`config.mk`:
```
export PLATFORM = sky130hd
export DESIGN_NAME = pipeline_stall_ctrl
export DESIGN_NICKNAME = d
export VERILOG_FILES = /design/src/rtl/pipeline_stall_ctrl.sv
export SDC_FILE = /design/constraint.sdc
export NUM_CORES = 1
export LEC_CHECK = 0
export CAP_MARGIN = 10
export CORE_ASPECT_RATIO = 0.9
export CORE_MARGIN = 4
export CORE_UTILIZATION = 30
export DETAILED_ROUTE_END_ITERATION = 10
export PLACE_DENSITY_LB_ADDON = 0.25
export SETUP_SLACK_MARGIN = 0.2
export SYNTH_ARGS = -nofsm -noshare
export SYNTH_HDL_FRONTEND = slang
export SYNTH_SLANG_ARGS = --single-unit
```
`constraint.sdc`:
```
create_clock -name clk -period 4.7 [get_ports clk]
set_clock_uncertainty 0.05 [all_clocks]
set_input_delay 0.94 -clock clk [delete_from_list [all_inputs] [get_ports clk]]
set_output_delay 0.94 -clock clk [all_outputs]
set_load 0.03 [all_outputs]
```
`src/rtl/pipeline_stall_ctrl.sv`:
```
// pipeline_stall_ctrl
//   Turns the hazard detector's load-use stall request, the EX-stage branch-taken flush and the
//   data-memory wait into per-stage write enables and bubble/flush strobes for the PC and the
//   IF/DE, DE/EX, EX/MEM and MEM/WB pipeline registers. It also tracks multi-cycle memory waits
//   and keeps saturating stall and flush performance counters.
//
// Ports
//   clk          in   rising-edge clock
//   rst_n        in   asynchronous active-low reset
//   hdu_stall    in   load-use stall request from the hazard detector
//   br_taken_ex  in   branch/jump resolved taken in EX (DE and IF hold wrong-path instructions)
//   dm_req_mem   in   MEM stage holds a valid load/store this cycle
//   dm_ready     in   data memory completes the MEM-stage access this cycle
//   pc_we        out  PC update enable
//   ifde_we      out  IF/DE write enable
//   ifde_flush   out  IF/DE load NOP
//   deex_we      out  DE/EX write enable
//   deex_bubble  out  DE/EX load NOP
//   exmem_we     out  EX/MEM write enable
//   memwb_bubble out  MEM/WB load NOP
//   mem_wait     out  high while in the memory-wait state
//   err          out  sticky wait-timeout or stall-protocol error
//   stall_cnt    out  saturating count of cycles with pc_we low
//   flush_cnt    out  saturating count of cycles with ifde_flush high

module pipeline_stall_ctrl #(
  parameter int unsigned CNT_W     = 16,
  parameter int unsigned WAIT_TMO  = 64,
  parameter int unsigned STALL_MAX = 2
) (
  input  logic             clk,
  input  logic             rst_n,
  input  logic             hdu_stall,
  input  logic             br_taken_ex,
  input  logic             dm_req_mem,
  input  logic             dm_ready,
  output logic             pc_we,
  output logic             ifde_we,
  output logic             ifde_flush,
  output logic             deex_we,
  output logic             deex_bubble,
  output logic             exmem_we,
  output logic             memwb_bubble,
  output logic             mem_wait,
  output logic             err,
  output logic [CNT_W-1:0] stall_cnt,
  output logic [CNT_W-1:0] flush_cnt
);

  localparam int unsigned TmrW = $clog2(WAIT_TMO + 1);
  localparam int unsigned StlW = $clog2(STALL_MAX + 2);

  typedef enum logic {StRun, StMemWait} state_e;

  state_e           state_q, state_d;
  logic [TmrW-1:0]  wait_tmr_q, wait_tmr_d;
  logic [StlW-1:0]  stall_run_q, stall_run_d;
  logic             err_q, err_d;
  logic [CNT_W-1:0] stall_cnt_q, stall_cnt_d;
  logic [CNT_W-1:0] flush_cnt_q, flush_cnt_d;

  logic freeze, flush, load_use;

  // Freeze applies in either state; a ready access never freezes, so the completion cycle of a
  // wait falls through to the lower-priority rules.
  assign freeze   = dm_req_mem & ~dm_ready;
  assign flush    = ~freeze & br_taken_ex;
  assign load_use = ~freeze & ~br_taken_ex & hdu_stall;

  always_comb begin
    pc_we        = 1'b1;
    ifde_we      = 1'b1;
    ifde_flush   = 1'b0;
    deex_we      = 1'b1;
    deex_bubble  = 1'b0;
    exmem_we     = 1'b1;
    memwb_bubble = 1'b0;
    if (freeze) begin
      pc_we        = 1'b0;
      ifde_we      = 1'b0;
      deex_we      = 1'b0;
      exmem_we     = 1'b0;
      memwb_bubble = 1'b1;
    end else if (flush) begin
      ifde_flush  = 1'b1;
      deex_bubble = 1'b1;
    end else if (load_use) begin
      pc_we       = 1'b0;
      ifde_we     = 1'b0;
      deex_bubble = 1'b1;
    end
    // Strobes are combinational, so hold them low asynchronously while reset is asserted.
    if (!rst_n) begin
      pc_we        = 1'b0;
      ifde_we      = 1'b0;
      ifde_flush   = 1'b0;
      deex_we      = 1'b0;
      deex_bubble  = 1'b0;
      exmem_we     = 1'b0;
      memwb_bubble = 1'b0;
    end
  end

  always_comb begin
    state_d = freeze ? StMemWait : StRun;

    // Wait timer saturates at WAIT_TMO; the pipeline stays frozen after a timeout.
    wait_tmr_d = '0;
    if (freeze) begin
      wait_tmr_d = (wait_tmr_q == TmrW'(WAIT_TMO)) ? wait_tmr_q : wait_tmr_q + 1'b1;
    end

    // Consecutive load-use run length; freeze cycles hold it, any other cycle clears it.
    stall_run_d = '0;
    if (freeze) begin
      stall_run_d = stall_run_q;
    end else if (load_use) begin
      stall_run_d = (stall_run_q == StlW'(STALL_MAX + 1)) ? stall_run_q : stall_run_q + 1'b1;
    end

    err_d = err_q;
    if (wait_tmr_d == TmrW'(WAIT_TMO) || stall_run_d == StlW'(STALL_MAX + 1)) begin
      err_d = 1'b1;
    end

    stall_cnt_d = stall_cnt_q;
    if (!pc_we && stall_cnt_q != '1) begin
      stall_cnt_d = stall_cnt_q + 1'b1;
    end

    flush_cnt_d = flush_cnt_q;
    if (ifde_flush && flush_cnt_q != '1) begin
      flush_cnt_d = flush_cnt_q + 1'b1;
    end
  end

  always_ff @(posedge clk or negedge rst_n) begin
    if (!rst_n) begin
      state_q     <= StRun;
      wait_tmr_q  <= '0;
      stall_run_q <= '0;
      err_q       <= 1'b0;
      stall_cnt_q <= '0;
      flush_cnt_q <= '0;
    end else begin
      state_q     <= state_d;
      wait_tmr_q  <= wait_tmr_d;
      stall_run_q <= stall_run_d;
      err_q       <= err_d;
      stall_cnt_q <= stall_cnt_d;
      flush_cnt_q <= flush_cnt_d;
    end
  end

  assign mem_wait  = (state_q == StMemWait);
  assign err       = err_q;
  assign stall_cnt = stall_cnt_q;
  assign flush_cnt = flush_cnt_q;

endmodule
```
; Word level (Yosys, flattened, before mapping)
; Index checks and enable logic that the tools add are counted.
[op_classes]
muxes = 20
n_lt_le_gt_ge = 0
n_shift = 0
n_reduce_logical = 4
n_eq_ne = 6
n_bitwise = 7
multipliers = 0
addsub = 4
n_div = 0
[op_table]
columns = op, n
row1 = "16-bit by 1-bit adder with 16-bit output, second input constant", 2
row2 = "16-bit != test, second input constant", 2
row3 = 1-bit two-way mux, 15
row4 = "7-bit equality test, second input constant", 2
row5 = 7-bit two-way mux, 2
row6 = "7-bit by 1-bit adder with 7-bit output, second input constant", 1
row7 = 2-bit two-way mux, 3
row8 = 1-bit AND, 4
row9 = "2-bit equality test, second input constant", 2
row10 = 1-bit inverter, 3
row11 = "2-bit by 1-bit adder with 2-bit output, second input constant", 1
row12 = 1-bit logical AND, 2
row13 = 1-bit zero test, 1
row14 = 1-bit logical OR, 1
[word_totals]
n_memories = 0
rom_bits = 0
ram_bits = 0
elab_cells = 47
register_bits = 43
output_inout_bits = 41
latch_bits = 0
in_bits = 6

; Longest topological paths before layout
[depth]
word_depth = 11
ltp_mapped = 8
mapped_depth_nobuf = 7

; Least setup slack after synthesis
; Ideal clock, no wire load.
[synth_path]
path_kind = in2out
startpoint = in dm_ready
endpoint = out pc_we
path_buffers = 2
cell_stages = 6
path_slack_ns = 1.887
arrival_ns = 1.823
t_required_ns = 3.710
cell_sequence = nand2b_4 > buf_6 > and2_4 > nand2_4 > inv_2 > buf_4
[synth_between]
elab_chain_len = 9
elab_cells_between_ends = 10
classes_between = 4 x mux / 6 x bitwise
[synth_lines]
columns = element, line
row1 = start: declaration, 36  ; input logic dm_ready,
row2 = 1-bit inverter (*), 66  ; assign freeze = dm_req_mem & ~dm_ready;
row3 = 1-bit AND (*), 66
row4 = 1-bit inverter, "67, 68"
row5 = 1-bit AND (2 in series), 68  ; assign load_use = ~freeze & ~br_taken_ex & hdu_stall;
row6 = 1-bit two-way mux (2 in series), n/a
row7 = 1-bit two-way mux (*) (2 in series), n/a
row8 = end: declaration, 37  ; output logic pc_we,
; Every way passes the cells marked *; elsewhere a longest branch is shown, timed or not.

; Final worst setup path
[layout_path]
startpoint = in dm_ready
endpoint = out ifde_we
[layout_between]
elab_chain_len = 9
elab_cells_between_ends = 10
classes_between = 4 x mux / 6 x bitwise
[layout_lines]
columns = element, line
row1 = 1-bit inverter (*), 66
row2 = 1-bit AND (*), 66
row3 = 1-bit inverter, "67, 68"
row4 = 1-bit AND (2 in series), 68
row5 = 1-bit two-way mux, 87  ; end else if (load_use) begin
row6 = 1-bit two-way mux, 84  ; end else if (flush) begin
row7 = 1-bit two-way mux (*), 78  ; if (freeze) begin
row8 = 1-bit two-way mux (*), 93  ; if (!rst_n) begin
row9 = end: declaration, 38  ; output logic ifde_we,
; Marked as above.

==> run_results.csv <==
group,metric,value,unit
power,vdd_ir_drop_max,0.2808,mV
synth,synthCells,219,
global_route,grt_use_met3,0.04402,
global_route,overflow,0,
timing,whs,0.4519,ns
synth,ys_seq_elements,43,
timing,period_minus_slack,3.741,ns
global_route,grtUsageMet2,0.1728,
synth,ys.warnings.count,0,
final_layout,layout_common_cells,"clkdlybuf4s50_1, dfrtp_1, nor2_1, nand2_1",
cts,insertion_delay,0.30,ns
hold_path,min_path_type,"flip-flop to flip-flop",
cts,post_cts.repair.setup_buffers,0,
critical_path,max_stage_delay,0.69,ns
placed_design,place_ws,0.9411,ns
floorplanning,core_area,7221,um2
critical_path,path_max_fanout,17,
run_status,outcome,"finished, final reports clean",
placed_design,dp.final_hpwl,3666,um
global_route,grt_max_degree,29,
synth,synth_largest_area_cell,"dfrtp_1",
timing,finalCritPeriodShare,0.7960,
power,p_per_area,409.0,nW/um2
global_route,grt.total_usage,0.1164,
routing,routed_wl,4910,um
routing,ant_nets,0,
routing,viasPerCell,4.860,
cts,ctsHoldBuffers,0,
critical_path,arrival,2.75,ns
critical_path,crit-reg2reg-launch,"wait_tmr_q[0]",
cts,root_buffer,"clkbuf_8",
floorplanning,io-pin-count,47,
global_route,top_usage_layer,"met2",
critical_path,reg2reg_to,"err",
power,leakage,1.215,nW
routing,wl_per_cell,13.53,um
critical_path,reg2reg_depth,7,
synth,ys_seq_area_frac,0.4733,
cts,htree_levels,2,
timing,setup-tns-final,0,ns
floorplanning,die_h,90.59,um
synth,async_flop_share,1.000,
final_layout,area_growth,28.73,%
timing,fmax,0.2673,GHz
cts,clkTransAtPathRegs,0.08,ns
synth,yosys.area.top_type_share,0.4733,
routing,drtPass1Iterations,4,
routing,drt_iter0_drc,96,
critical_path,cp-end-kind,"primary output",
critical_path,r2r_slack,2.82,ns
synth,syn_area,2273,um2
timing,worst_slew_pin_slew,0.4785,ns
cts,clock_sinks,43,
critical_path,critPathKind,"input port to primary output",
final_layout,n_antenna_cell,0,
routing,drcViolationCount,0,
power,fin_total_pwr,0.001197,W
cts,cts_tree,"yes",
critical_path,crit_end,"ifde_we",
synth,synth_area_leaders,"dfrtp_1, xnor2_1, xor2_1, nand3_1, nor2_1",
synth,synthFlopType,"dfrtp_1",
floorplanning,die_x,99.76,um
timing,finalSetupViolCount,0,
placed_design,io_buffers,46,
cts,cts_made_buffers,5,
final_layout,fin_nets,279,
critical_path,crit_required,3.71,ns
cts,clk_path_buf_depth,2,
critical_path,start_kind,"input port",
floorplanning,start_util,0.3149,
synth,syn-num-nets,229,
timing,layout_setup_ws,0.9589,ns
final_layout,final_common_cell,"clkdlybuf4s50_1",
timing,rsz0062_at_grt,"false",
critical_path,slowest_stage,"clkdlybuf4s50_1",
timing,hold_viol_final,0,
global_route,antenna_found_initial,0,
critical_path,crit_path_frequent_cell,"clkdlybuf4s50_1",
critical_path,crit_start,"dm_ready",
synth,synth-edff-count,0,
timing,slew_violations,0,
final_layout,drive_gt1_frac,0.1296,
floorplanning,rows,29,
job,cap_violations,0,
synth,avgSynthCellArea,10.38,um2
global_route,grt_pass1_vias,1741,
routing,vias,1764,
cts,cts_resized,0,
critical_path,path_cells,"clkdlybuf4s50_1 -> nand2b_4 -> and2_4 -> nand2_4 -> inv_2 -> clkdlybuf4s50_1",
floorplanning,die_area,9037,um2
placed_design,routabilityCongestion,0.7778,
timing,slew_headroom,0.6810,
global_route,met1_usage,0.1571,
synth,ys_types,49,
global_route,grt_pass1_wl,8487,um
==> metrics by stage <==
step | instances | utilization | instance area, um2
2_1_floorplan | 219 | - | 2273
3_3_place_gp | 355 | 0.3909 | 2823
3_5_place_dp | 355 | 0.3909 | 2823
4_1_cts | 363 | 0.4053 | 2927
5_1_grt | 363 | 0.4053 | 2927
6_report | 363 | 0.4053 | 2927
==> how the worst min path moves through the flow <==
stage	start	to	slack, ns	depth (start not counted)
after floorplan	stall_run_q[1]	err	0.43	2
after global placement	err	err	0.44	2
after detailed placement	err	err	0.44	2
after CTS	flush_cnt[5]	flush_cnt[5]	0.46	1
after global routing	flush_cnt[5]	flush_cnt[5]	0.46	1
final	err	err	0.45	2
==> flip-flops by register name, summed over array words and instances, names as in the netlist <==
signal / flops
err: 1
wait_tmr_q: 7
stall_run_q: 2
stall_cnt: 16
flush_cnt: 16
mem_wait: 1
==> Yosys cell counts (all sizes together), types with 5 or more instances <==
| master | instances |
|---|---|
| and3 | 8 |
| nor2 | 19 |
| xor2 | 11 |
| nand3 | 16 |
| nor3 | 12 |
| xnor2 | 15 |
| nand4 | 9 |
| a21oi | 8 |
| dfrtp | 43 |
| nand2b | 5 |
| inv | 7 |
| nand2 | 19 |
| mux2 | 5 |
==> critical path: cells and delay by family <==
family / cells / cell delay (ns)
AND/OR/NAND/NOR: 3 / 0.51
buffers and inverters: 3 / 1.29
==> final cells by class <==
cell class                      count  area, um2
Clock buffer                        7      96.34
Clock inverter                      1      7.507
Fill cell                         705       4294
Inverter                            7      26.28
Multi-Input combinational cell    165       1141
Sequential cell                    43       1076
Tap cell                           93      116.4
Timing Repair Buffer               47      462.9
==> routing by layer <==
metal | vias to the layer above | wire [um]
li1 | 867 | -
met1 | 853 | 2444
met2 | 39 | 2164
met3 | 5 | 245
met4 | 0 | 56
met5 | - | 0
==> where the power goes <==
part	total (W)	switching, W	internal (W)
Clock	0.000266	0.000132	0.000134
Combinational	0.000414	0.000232	0.000182
Sequential	0.000517	0.0000851	0.000432
Total	0.00120	0.000450	0.000747
==> kinds of logic (layout without fill, tap and decap cells) <==
logic type / Yosys count / count (layout) / synth area share
AND/OR/NAND/NOR: 106 / 106 / 0.2785
flip-flops: 43 / 43 / 0.4733
XOR/XNOR: 26 / 26 / 0.1002
AO/OA/AOI/OAI: 23 / 23 / 0.06715
buffers and inverters: 11 / 62 / 0.02476
multiplexers: 6 / 6 / 0.03412
adder cells (fa/ha/maj): 4 / 4 / 0.02202
Power figures use the tool's default switching activity.
